==> src/rtl/seg7_pkg.sv <==
// Shared constants and types for the 7-segment scan decoder.
package seg7_pkg;

    localparam int unsigned SEG_W = 7;

    // Segment patterns {a,b,c,d,e,f,g}, a = MSB, active-high.
    localparam logic [SEG_W-1:0] SEG_0 = 7'b1111110;
    localparam logic [SEG_W-1:0] SEG_1 = 7'b0110000;
    localparam logic [SEG_W-1:0] SEG_2 = 7'b1101101;
    localparam logic [SEG_W-1:0] SEG_3 = 7'b1111001;
    localparam logic [SEG_W-1:0] SEG_4 = 7'b0110011;
    localparam logic [SEG_W-1:0] SEG_5 = 7'b1011011;
    localparam logic [SEG_W-1:0] SEG_6 = 7'b1011111;
    localparam logic [SEG_W-1:0] SEG_7 = 7'b1110000;
    localparam logic [SEG_W-1:0] SEG_8 = 7'b1111111;
    localparam logic [SEG_W-1:0] SEG_9 = 7'b1111011;

    // Width of the stability counter; enough for STABLE_CNT up to 15.
    localparam int unsigned CNT_W = 4;

    // StScan: still collecting digits. StPend: a full frame waits behind the output register.
    typedef enum logic {
        StScan = 1'b0,
        StPend = 1'b1
    } collector_state_e;

endpackage

==> src/rtl/seg7_to_bcd.sv <==
// Combinational segment-pattern to BCD lookup; unknown patterns give 4'hF and an error flag.
module seg7_to_bcd
    import seg7_pkg::*;
(
    input  logic [SEG_W-1:0] seg_i,
    output logic [3:0]       bcd_o,
    output logic             err_o
);

    // Inverse of the BCD-to-7-segment encoder.
    always_comb begin
        bcd_o = 4'hF;
        err_o = 1'b0;
        case (seg_i)
            SEG_0:   bcd_o = 4'd0;
            SEG_1:   bcd_o = 4'd1;
            SEG_2:   bcd_o = 4'd2;
            SEG_3:   bcd_o = 4'd3;
            SEG_4:   bcd_o = 4'd4;
            SEG_5:   bcd_o = 4'd5;
            SEG_6:   bcd_o = 4'd6;
            SEG_7:   bcd_o = 4'd7;
            SEG_8:   bcd_o = 4'd8;
            SEG_9:   bcd_o = 4'd9;
            default: begin
                bcd_o = 4'hF;
                err_o = 1'b1;
            end
        endcase
    end

endmodule

==> src/rtl/seg7_scan_decoder.sv <==
// Captures a multiplexed 7-segment display scan and presents whole decoded frames
// through a valid/ready output register.
module seg7_scan_decoder
    import seg7_pkg::*;
#(
    parameter int unsigned NUM_DIGITS = 4,
    parameter int unsigned STABLE_CNT = 3
) (
    input  logic                    clk,
    input  logic                    rst_n,
    input  logic [SEG_W-1:0]        seg_in,
    input  logic [NUM_DIGITS-1:0]   dig_sel,
    output logic [4*NUM_DIGITS-1:0] bcd_out,
    output logic [NUM_DIGITS-1:0]   err_out,
    output logic                    frame_valid,
    input  logic                    frame_ready
);

    localparam logic [CNT_W-1:0] CntMax = CNT_W'(STABLE_CNT);

    // Input sample registers and the previous sample used for the stability check
    logic [SEG_W-1:0]        seg_q, seg_d;
    logic [NUM_DIGITS-1:0]   sel_q, sel_d;
    logic [SEG_W-1:0]        prev_seg_q, prev_seg_d;
    logic [NUM_DIGITS-1:0]   prev_sel_q, prev_sel_d;
    logic [CNT_W-1:0]        cnt_q, cnt_d;

    // Per-digit slots and captured bits
    logic [4*NUM_DIGITS-1:0] slot_bcd_q, slot_bcd_d;
    logic [NUM_DIGITS-1:0]   slot_err_q, slot_err_d;
    logic [NUM_DIGITS-1:0]   capt_q, capt_d, capt_upd;

    // Output register
    logic [4*NUM_DIGITS-1:0] bcd_out_q, bcd_out_d;
    logic [NUM_DIGITS-1:0]   err_out_q, err_out_d;
    logic                    frame_valid_q, frame_valid_d;

    collector_state_e        state_q, state_d;

    logic                    sample_ok;
    logic                    same_sample;
    logic                    capture;
    logic                    all_capt;
    logic                    out_free;
    logic                    xfer;
    logic [3:0]              dec_bcd;
    logic                    dec_err;

    seg7_to_bcd u_seg7_to_bcd (
        .seg_i (seg_q),
        .bcd_o (dec_bcd),
        .err_o (dec_err)
    );

    // Sample qualification: exactly one digit strobe, and whether it repeats the last sample
    always_comb begin
        sample_ok   = (sel_q != '0) && ((sel_q & (sel_q - NUM_DIGITS'(1))) == '0);
        same_sample = ({sel_q, seg_q} == {prev_sel_q, prev_seg_q});
        seg_d       = seg_in;
        sel_d       = dig_sel;
        prev_seg_d  = seg_q;
        prev_sel_d  = sel_q;
    end

    // Stability counter; a digit is captured only on the cycle the count first hits the target
    always_comb begin
        cnt_d = '0;
        if (sample_ok) begin
            if (same_sample) begin
                cnt_d = (cnt_q == CntMax) ? cnt_q : cnt_q + CNT_W'(1);
            end else begin
                cnt_d = CNT_W'(1);
            end
        end
        capture = sample_ok && (cnt_d == CntMax) && (cnt_q != CntMax);
    end

    // Merge this cycle's capture into the slots so a completing capture transfers immediately
    always_comb begin
        slot_bcd_d = slot_bcd_q;
        slot_err_d = slot_err_q;
        capt_upd   = capt_q;
        for (int i = 0; i < NUM_DIGITS; i++) begin
            if (capture && sel_q[i]) begin
                slot_bcd_d[i*4 +: 4] = dec_bcd;
                slot_err_d[i]        = dec_err;
                capt_upd[i]          = 1'b1;
            end
        end
        all_capt = &capt_upd;
        out_free = !frame_valid_q || frame_ready;
    end

    // Collector next state
    always_comb begin
        state_d = state_q;
        unique case (state_q)
            StScan: if (all_capt && !out_free) state_d = StPend;
            StPend: if (frame_ready) state_d = StScan;
        endcase
    end

    // Collector output: when the slots move into the output register
    always_comb begin
        xfer = 1'b0;
        unique case (state_q)
            StScan: xfer = all_capt && out_free;
            StPend: xfer = frame_ready;
        endcase
    end

    // Output register and captured-bit update
    always_comb begin
        capt_d        = xfer ? '0 : capt_upd;
        bcd_out_d     = xfer ? slot_bcd_d : bcd_out_q;
        err_out_d     = xfer ? slot_err_d : err_out_q;
        frame_valid_d = frame_valid_q;
        if (xfer) begin
            frame_valid_d = 1'b1;
        end else if (frame_ready) begin
            frame_valid_d = 1'b0;
        end
    end

    // Collector state register
    always_ff @(posedge clk or negedge rst_n) begin
        if (!rst_n) begin
            state_q <= StScan;
        end else begin
            state_q <= state_d;
        end
    end

    // Datapath registers
    always_ff @(posedge clk or negedge rst_n) begin
        if (!rst_n) begin
            seg_q         <= '0;
            sel_q         <= '0;
            prev_seg_q    <= '0;
            prev_sel_q    <= '0;
            cnt_q         <= '0;
            slot_bcd_q    <= '0;
            slot_err_q    <= '0;
            capt_q        <= '0;
            bcd_out_q     <= '0;
            err_out_q     <= '0;
            frame_valid_q <= 1'b0;
        end else begin
            seg_q         <= seg_d;
            sel_q         <= sel_d;
            prev_seg_q    <= prev_seg_d;
            prev_sel_q    <= prev_sel_d;
            cnt_q         <= cnt_d;
            slot_bcd_q    <= slot_bcd_d;
            slot_err_q    <= slot_err_d;
            capt_q        <= capt_d;
            bcd_out_q     <= bcd_out_d;
            err_out_q     <= err_out_d;
            frame_valid_q <= frame_valid_d;
        end
    end

    assign bcd_out     = bcd_out_q;
    assign err_out     = err_out_q;
    assign frame_valid = frame_valid_q;

endmodule

==> config.mk <==
export PLATFORM = sky130hd
export DESIGN_NAME = seg7_scan_decoder
export DESIGN_NICKNAME = d
export VERILOG_FILES = /design/src/rtl/seg7_pkg.sv /design/src/rtl/seg7_to_bcd.sv /design/src/rtl/seg7_scan_decoder.sv
export SDC_FILE = /design/constraint.sdc
export NUM_CORES = 1
export LEC_CHECK = 0
export CAP_MARGIN = 10
export CORE_MARGIN = 3
export CORE_UTILIZATION = 40
export DETAILED_ROUTE_END_ITERATION = 10
export GPL_ROUTABILITY_DRIVEN = 0
export RECOVER_POWER = 25
export SLEW_MARGIN = 30
export SYNTH_ARGS = -nofsm -noshare
export SYNTH_HDL_FRONTEND = slang
export SYNTH_SLANG_ARGS = --single-unit
export TNS_END_PERCENT = 10
==> constraint.sdc <==
create_clock -name clk -period 3.3 [get_ports clk]
set_clock_uncertainty 0.05 [all_clocks]
set_input_delay 0.99 -clock clk [delete_from_list [all_inputs] [get_ports clk]]
set_output_delay 0.99 -clock clk [all_outputs]
set_load 0.01 [all_outputs]
=== Yosys cells after proc, flatten, opt, wreduce, memory -nomap -nowiden ===
Index checks and enable logic that the tools add are counted.
Widths: inputs -> output; s select.

* Reductions and logical operators: 17
* Bitwise logic cells: 2
* Div/mod/pow operators: 0
* Shifts and indexed selects: 0
* Muxes and demuxes: 24
* Order comparisons: 0
* Multipliers: 0
* $add $sub $neg: 2
* Eq/ne operators: 14

{| class="wikitable"
|+ Operator list
! operator !! count
|-
| $eq 7x7->1 const B || 8
|-
| $pmux 4 s10 || 1
|-
| $mux 4 || 8
|-
| $eq 7x6->1 const B || 2
|-
| $mux 1 || 13
|-
| $eq 11x11->1 || 1
|-
| $reduce_or 10->1 || 1
|-
| $logic_and 1x1->1 || 9
|-
| $eq 4x2->1 const B || 2
|-
| $add 4x1->4 const B || 1
|-
| $and 4x4->4 || 1
|-
| $logic_not 4->1 || 1
|-
| $ne 4x2->1 const B || 1
|-
| $pmux 1 s2 || 2
|-
| $reduce_and 4->1 || 1
|-
| $reduce_bool 4->1 || 1
|-
| $sub 4x1->4 const B || 1
|-
| $logic_not 1->1 || 2
|-
| $reduce_bool 2->1 || 1
|-
| $logic_or 1x1->1 || 1
|-
| $not 1->1 || 1
|}

* Bits in registers: 72
* RAM bits: 0
* Bits of input ports: 14
* Output and inout bits: 21
* Word-level logic and storage cells: 71
* Bits in read-only memories: 0
* Bits in latches: 0
* Memories: 0

=== Longest topological paths before layout ===
* Word-level depth: 14
* Depth in mapped cells: 9
* Gate-level depth less buffers: 7

=== Hierarchy ===
From an unflattened synthesis, not the netlist that was laid out.

* Cells, all modules: 208
* Area total of the unflattened synthesis: 2,996.6 um^2

{| class="wikitable"
|+ By module, submodules not included
! module !! area each (um^2) !! cells each !! times used !! sequential area each (um^2)
|-
| seg7_scan_decoder || 2,805.2 || 178 || 1 || 1,801.7
|-
| seg7_to_bcd || 191.4 || 30 || 1 || 0.0
|}

=== Worst setup path after synthesis ===
Ideal clock, no wire load.

* Path kind: flip-flop to flip-flop
* From: reg cnt_q[0]
* To: reg bcd_out_q[10] (netlist: bcd_out[10])
* Stages on the path, launching flop included: 9
* Arrival time: 2.472 ns
* Required time: 3.125 ns
* Path buffers: 1
* Path slack: 0.653 ns
* Period minus slack after synthesis: 2.647 ns
* Library setup time: 0.125 ns
* Path through: dfrtp_1 > ha_1 > xor2_1 > nor4b_2 > a31oi_1 > nor4_4 > o22ai_2 > buf_6 > mux2_4

* Longest elaborated chain between the ends: 12
* Elaborated cells on any way between the ends: 21
* Classes of those cells: 1 x add/sub; 3 x eq/ne; 9 x mux; 8 x reduce/logical

{| class="wikitable"
|+ Ends and longest elaborated chain
! element !! line !! source
|-
| from (decl) || seg7_scan_decoder.sv:26 || <nowiki>logic [CNT_W-1:0] cnt_q, cnt_d;</nowiki>
|-
| from (signal assigned) || seg7_scan_decoder.sv:153 || <nowiki>cnt_q <= cnt_d;</nowiki>
|-
| $add 4x1->4 or $eq 4x2->1 (tied branches) || seg7_scan_decoder.sv:70 || <nowiki>cnt_d = (cnt_q == CntMax) ? cnt_q : cnt_q + CNT_W'(1);</nowiki>
|-
| $mux 4 || seg7_scan_decoder.sv:70 ||
|-
| $mux 4 || seg7_scan_decoder.sv:69 || <nowiki>if (same_sample) begin</nowiki>
|-
| $mux 4 || seg7_scan_decoder.sv:68 || <nowiki>if (sample_ok) begin</nowiki>
|-
| $eq 4x2->1 || seg7_scan_decoder.sv:75 || <nowiki>capture = sample_ok && (cnt_d == CntMax) && (cnt_q != CntMax);</nowiki>
|-
| $logic_and 1x1->1 || seg7_scan_decoder.sv:75 ||
|-
| $logic_and 1x1->1 * || seg7_scan_decoder.sv:75 ||
|-
| $logic_and 1x1->1 || seg7_scan_decoder.sv:84 || <nowiki>if (capture && sel_q[i]) begin</nowiki>
|-
| $mux 1 || seg7_scan_decoder.sv:84 ||
|-
| $reduce_and 4->1 || seg7_scan_decoder.sv:90 || <nowiki>all_capt = &capt_upd;</nowiki>
|-
| $logic_and 1x1->1 || seg7_scan_decoder.sv:107 || <nowiki>StScan: xfer = all_capt && out_free;</nowiki>
|-
| $pmux 1 s2 || seg7_scan_decoder.sv:106 || <nowiki>unique case (state_q)</nowiki>
|-
| to (signal assigned) || seg7_scan_decoder.sv:157 || <nowiki>bcd_out_q <= bcd_out_d;</nowiki>
|-
| to (decl) || seg7_scan_decoder.sv:34 || <nowiki>logic [4*NUM_DIGITS-1:0] bcd_out_q, bcd_out_d;</nowiki>
|}

Every way passes the cells marked *; elsewhere a longest branch is shown, timed or not.
A chain may end at the register's enable or synchronous reset.

=== Worst setup path in the final report ===
* From: reg sel_q[1] (netlist: prev_sel_d[1])
* To: reg err_out_q[1] (netlist: err_out[1])

* Longest elaborated chain between the ends: 13
* Elaborated cells on any way between the ends: 23
* Classes of those cells: 1 x add/sub; 2 x eq/ne; 8 x mux; 1 x bitwise; 11 x reduce/logical

{| class="wikitable"
|+ Ends and longest elaborated chain
! element !! line !! source
|-
| from (decl) || seg7_scan_decoder.sv:23 || <nowiki>logic [NUM_DIGITS-1:0] sel_q, sel_d;</nowiki>
|-
| from (signal assigned) || seg7_scan_decoder.sv:150 || <nowiki>sel_q <= sel_d;</nowiki>
|-
| $sub 4x1->4 || seg7_scan_decoder.sv:57 || <nowiki>sample_ok = (sel_q != '0) && ((sel_q & (sel_q - NUM_DIGITS'(1))) == '0);</nowiki>
|-
| $and 4x4->4 || seg7_scan_decoder.sv:57 ||
|-
| $logic_not 4->1 || seg7_scan_decoder.sv:57 ||
|-
| $logic_and 1x1->1 || seg7_scan_decoder.sv:57 ||
|-
| $mux 4 || seg7_scan_decoder.sv:68 ||
|-
| $eq 4x2->1 || seg7_scan_decoder.sv:75 ||
|-
| $logic_and 1x1->1 (2 in series) || seg7_scan_decoder.sv:75 ||
|-
| $logic_and 1x1->1 || seg7_scan_decoder.sv:84 ||
|-
| $mux 1 || seg7_scan_decoder.sv:84 ||
|-
| $reduce_and 4->1 || seg7_scan_decoder.sv:90 ||
|-
| $logic_and 1x1->1 || seg7_scan_decoder.sv:107 ||
|-
| $pmux 1 s2 || seg7_scan_decoder.sv:106 ||
|-
| to (signal assigned) || seg7_scan_decoder.sv:158 || <nowiki>err_out_q <= err_out_d;</nowiki>
|-
| to (decl) || seg7_scan_decoder.sv:35 || <nowiki>logic [NUM_DIGITS-1:0] err_out_q, err_out_d;</nowiki>
|}

Parallel ways exist; a longest one is shown, timed or not.

==> run_summary.xml <==
<?xml version="1.0" encoding="UTF-8"?>
<metrics>
  <group name="status">
    <metric name="outcome" unit="">finished, violations left</metric>
    <metric name="violations" unit="">capacitance limit, slew limit</metric>
  </group>
  <group name="synth">
    <metric name="synth_compound_gate_area_share" unit="">0.0409</metric>
    <metric name="synthesis.area" unit="sq um">3030</metric>
    <metric name="adder_cell_area_share_of_the_yosys_netlist" unit="">0.00414</metric>
    <metric name="yosys_register_bits" unit="">72</metric>
    <metric name="post_synth_inst_count" unit="">216</metric>
    <metric name="synthXorXnorAreaFrac" unit="">0.0463</metric>
    <metric name="synth-seq-area-share" unit="">0.596</metric>
    <metric name="syn-mean-instance-area" unit="sq um">14.0</metric>
    <metric name="synth.net_count" unit="">231</metric>
    <metric name="post_synth_num_cell_types" unit="">41</metric>
    <metric name="synth_simple_gate_area_share" unit="">0.115</metric>
    <metric name="ys_warn_count" unit="">0</metric>
    <metric name="muxShareOfSynthArea" unit="">0.174</metric>
    <metric name="dominant_combinational_cell_family_by_area_after_synthesis" unit="">multiplexers</metric>
  </group>
  <group name="final_layout">
    <metric name="nNetsFinal" unit="">270</metric>
    <metric name="mostFrequentLayoutCell" unit="">sky130_fd_sc_hd__dfrtp_1</metric>
    <metric name="fin_util" unit="">0.507</metric>
    <metric name="post_route_cells_drive_above_1_share" unit="">0.192</metric>
    <metric name="instances_no_fill" unit="">359</metric>
    <metric name="insertedDiodeCount" unit="">0</metric>
    <metric name="mostFrequentLayoutCells" unit="">sky130_fd_sc_hd__dfrtp_1, sky130_fd_sc_hd__clkdlybuf4s50_1, sky130_fd_sc_hd__mux2_4</metric>
    <metric name="flow.area_growth_from_synthesis" unit="%">22.2</metric>
  </group>
  <group name="sta">
    <metric name="post-route-worst-setup-slack" unit="ps">383</metric>
    <metric name="min_period" unit="ps">2920</metric>
    <metric name="setup_total_negative_slack" unit="ps">0</metric>
    <metric name="worstMarginPinSlew" unit="ps">1920</metric>
    <metric name="final_hold_viol_count" unit="">0</metric>
    <metric name="rsz0062_at_grt" unit="">false</metric>
    <metric name="max_slew_violations" unit="">34</metric>
    <metric name="final_min_period_over_clock_period" unit="">0.884</metric>
    <metric name="timing.hold.ws" unit="ps">433</metric>
    <metric name="worst_slew_margin_rel" unit="">-0.282</metric>
    <metric name="fmax" unit="GHz">0.343</metric>
    <metric name="final-setup-viol-count" unit="">0</metric>
  </group>
  <group name="placed_design">
    <metric name="place_worst_setup_slack" unit="ps">333</metric>
    <metric name="port_buffers" unit="">34</metric>
    <metric name="post-dp-hpwl" unit="microns">3530</metric>
    <metric name="placed_cells" unit="">343</metric>
  </group>
  <group name="setup_path">
    <metric name="worstPathMaxFanout" unit="">24</metric>
    <metric name="worst_ep_required_time" unit="ps">3480</metric>
    <metric name="critPathArrivalTime" unit="ps">3100</metric>
    <metric name="start_kind" unit="">flop</metric>
    <metric name="timing.critical_path.to_type" unit="">flop</metric>
    <metric name="regToRegSetupSlack" unit="ps">380</metric>
    <metric name="path_class" unit="">reg2reg</metric>
  </group>
  <group name="worst_hold_path">
    <metric name="hold_path_class" unit="">reg2reg</metric>
  </group>
  <group name="floorplanning">
    <metric name="initial_core_util" unit="">0.415</metric>
    <metric name="die-area" unit="sq um">8640</metric>
    <metric name="rows" unit="">31</metric>
    <metric name="dieHeight" unit="microns">93.0</metric>
    <metric name="io-pin-count" unit="">35</metric>
    <metric name="core_region_area" unit="sq um">7290</metric>
    <metric name="width_of_the_die" unit="microns">93.0</metric>
  </group>
  <group name="detailed_routing">
    <metric name="post_drt_via_cell_ratio" unit="">4.83</metric>
    <metric name="drt_iter0_markers" unit="">44</metric>
    <metric name="vias" unit="">1735</metric>
    <metric name="drt_wl_total" unit="microns">5290</metric>
    <metric name="final_antenna_net_count" unit="">0</metric>
    <metric name="drcViolationCount" unit="">0</metric>
    <metric name="detailed_routing_iteration_count_for_the_pre_antenna_repair_pass" unit="">4</metric>
    <metric name="route.detailed.wl_per_inst" unit="microns">14.7</metric>
  </group>
  <group name="global_routing">
    <metric name="grt_first_pass_wirelength" unit="microns">9160</metric>
    <metric name="globalRoute.totalOverflow" unit="">0</metric>
    <metric name="globalRouteTotalUtil" unit="">0.138</metric>
    <metric name="vias_in_the_first_global_route" unit="">1797</metric>
    <metric name="number_of_antenna_violations_at_the_first_check_in_global_routing" unit="">0</metric>
    <metric name="grt_start_max_net_pins" unit="">40</metric>
  </group>
  <group name="cts">
    <metric name="clk-insertion-delay-late" unit="ps">340</metric>
    <metric name="post_cts.resized_instances" unit="">0</metric>
    <metric name="numClockSinks" unit="">72</metric>
    <metric name="cts_max_level" unit="">3</metric>
    <metric name="tritoncts" unit="">built</metric>
    <metric name="cts.repair_timing.setup_buffer_count" unit="">0</metric>
    <metric name="clkSlewWorstSetupHoldPaths" unit="ps">80</metric>
    <metric name="cts-root-to-sink-buffers" unit="">2</metric>
    <metric name="cts-hold-fix-buffers" unit="">0</metric>
    <metric name="root_buffer" unit="">sky130_fd_sc_hd__clkbuf_8</metric>
    <metric name="cts_inserted_buffers" unit="">9</metric>
  </group>
  <group name="power">
    <metric name="p_seq_frac" unit="">0.516</metric>
    <metric name="power_density" unit="nW/um^2">482</metric>
    <metric name="cellLeakagePower" unit="nW">1.70</metric>
    <metric name="max-vdd-ir-drop" unit="mV">0.246</metric>
    <metric name="clkPwrFrac" unit="">0.435</metric>
    <metric name="pwr-share-comb" unit="">0.049</metric>
    <metric name="power.switching" unit="mW">0.395</metric>
    <metric name="power.internal" unit="mW">1.39</metric>
    <metric name="power_switching_share" unit="">0.221</metric>
  </group>
  <group name="job">
    <metric name="max_cap_viol_count" unit="">1</metric>
  </group>
</metrics>
## registers in the layout (all words and copies together) (netlist names)
name         cells
prev_sel_q       4
bcd_out         16
state_q          1
prev_seg_q       7
cnt_q            4
prev_seg_d       7
prev_sel_d       4
frame_valid      1
slot_err_q       4
slot_bcd_q      16
err_out          4
capt_q           4
## cell usage after synthesis
cell	instances	area, sq um
sky130_fd_sc_hd__a211o_1	1	8.76
sky130_fd_sc_hd__a31o_2	1	8.76
sky130_fd_sc_hd__a21o_1	2	15.0
sky130_fd_sc_hd__nor2_1	10	37.5
sky130_fd_sc_hd__nand2_1	2	7.51
sky130_fd_sc_hd__nand2b_1	4	25.0
sky130_fd_sc_hd__and3_1	4	25.0
sky130_fd_sc_hd__o22ai_2	1	12.5
sky130_fd_sc_hd__xnor2_1	13	114
sky130_fd_sc_hd__clkbuf_1	7	26.3
sky130_fd_sc_hd__o31a_1	2	17.5
sky130_fd_sc_hd__dfrtp_1	72	1800
sky130_fd_sc_hd__nor4b_1	2	17.5
sky130_fd_sc_hd__or3_1	1	6.26
sky130_fd_sc_hd__nand3b_1	2	15.0
sky130_fd_sc_hd__xor2_1	3	26.3
sky130_fd_sc_hd__nor4_1	1	6.26
sky130_fd_sc_hd__mux2i_1	5	50.1
sky130_fd_sc_hd__inv_1	5	18.8
sky130_fd_sc_hd__nor3_1	4	20.0
sky130_fd_sc_hd__a21oi_1	3	15.0
sky130_fd_sc_hd__o31ai_1	1	7.51
sky130_fd_sc_hd__nor4bb_1	1	10.0
sky130_fd_sc_hd__mux2_2	9	101
sky130_fd_sc_hd__nand3_1	4	20.0
sky130_fd_sc_hd__nor4_4	2	42.5
sky130_fd_sc_hd__ha_1	1	12.5
sky130_fd_sc_hd__nand4_1	5	31.3
sky130_fd_sc_hd__o22ai_1	1	6.26
sky130_fd_sc_hd__a211oi_1	1	7.51
sky130_fd_sc_hd__buf_6	2	22.5
sky130_fd_sc_hd__or2_2	1	6.26
sky130_fd_sc_hd__mux2_4	16	240
sky130_fd_sc_hd__buf_2	1	5.00
sky130_fd_sc_hd__a31oi_1	4	25.0
sky130_fd_sc_hd__mux2_1	12	135
sky130_fd_sc_hd__nor4b_2	1	15.0
sky130_fd_sc_hd__nor3b_1	1	7.51
sky130_fd_sc_hd__or3b_1	2	17.5
sky130_fd_sc_hd__nor2b_1	5	31.3
sky130_fd_sc_hd__and2_1	1	6.26
## worst paths after layout
check,endpoint,cells past startpoint,start
setup / recovery,err_out[1],8,prev_sel_d[1]
hold / removal,slot_err_q[1],1,slot_err_q[1]
setup reg to reg,err_out[1],8,prev_sel_d[1]
hold reg to reg,slot_err_q[1],1,slot_err_q[1]
max in group asynchronous,capt_q[1],1,rst_n
min in group asynchronous,state_q,1,rst_n
## final cells by class
type | count | area (sq um)
Fill cell | 651 | 3590
Sequential cell | 72 | 1800
Multi-Input combinational cell | 129 | 1150
Timing Repair Buffer | 38 | 373
Clock buffer | 10 | 138
Tap cell | 99 | 124
Clock inverter | 6 | 91.3
Inverter | 5 | 18.8
## power by group through the flow
stage | clock network (mW) | logic [mW] | registers, mW
5_1_grt | 0.848 | 0.0990 | 0.924
2_1_floorplan | 0 | 0.0493 | 0.930
4_1_cts | 0.803 | 0.0929 | 0.921
3_3_place_gp | 0 | 0.0925 | 0.938
3_5_place_dp | 0 | 0.0920 | 0.938
6_report | 0.775 | 0.0873 | 0.921
## routing by layer
metal | GRT usage | vias to the layer above | wire (microns)
met5 | 0 | - | 0
met4 | 0.0440 | 0 | 65
met3 | 0.0499 | 7 | 226
met2 | 0.200 | 31 | 2330
met1 | 0.193 | 850 | 2670
li1 | - | 847 | -
## kinds of logic after synthesis
kind of cell    count (synthesis)
flops                          72
simple gates                   53
mux                            42
compound gates                 17
xor+xnor                       16
buf+inv                        15
fa+ha+maj                       1
## critical path, stage by stage (launching register included)
cell and delay, ps:
sky130_fd_sc_hd__dfrtp_1 470, sky130_fd_sc_hd__nor4b_1 330, sky130_fd_sc_hd__a211oi_1 160, sky130_fd_sc_hd__nor4_4 470, sky130_fd_sc_hd__a31oi_1 220, sky130_fd_sc_hd__nor4_4 360
sky130_fd_sc_hd__o22ai_2 120, sky130_fd_sc_hd__buf_4 260, sky130_fd_sc_hd__mux2_1 350
## per-stage QoR
step / area, sq um / total power, mW
CTS: 3700 / 1.82
finish: 3700 / 1.78
global route: 3700 / 1.87
floorplan: 3030 / 0.979
detailed placement: 3470 / 1.03
global placement: 3470 / 1.03
(Power assumes the default switching activity.)
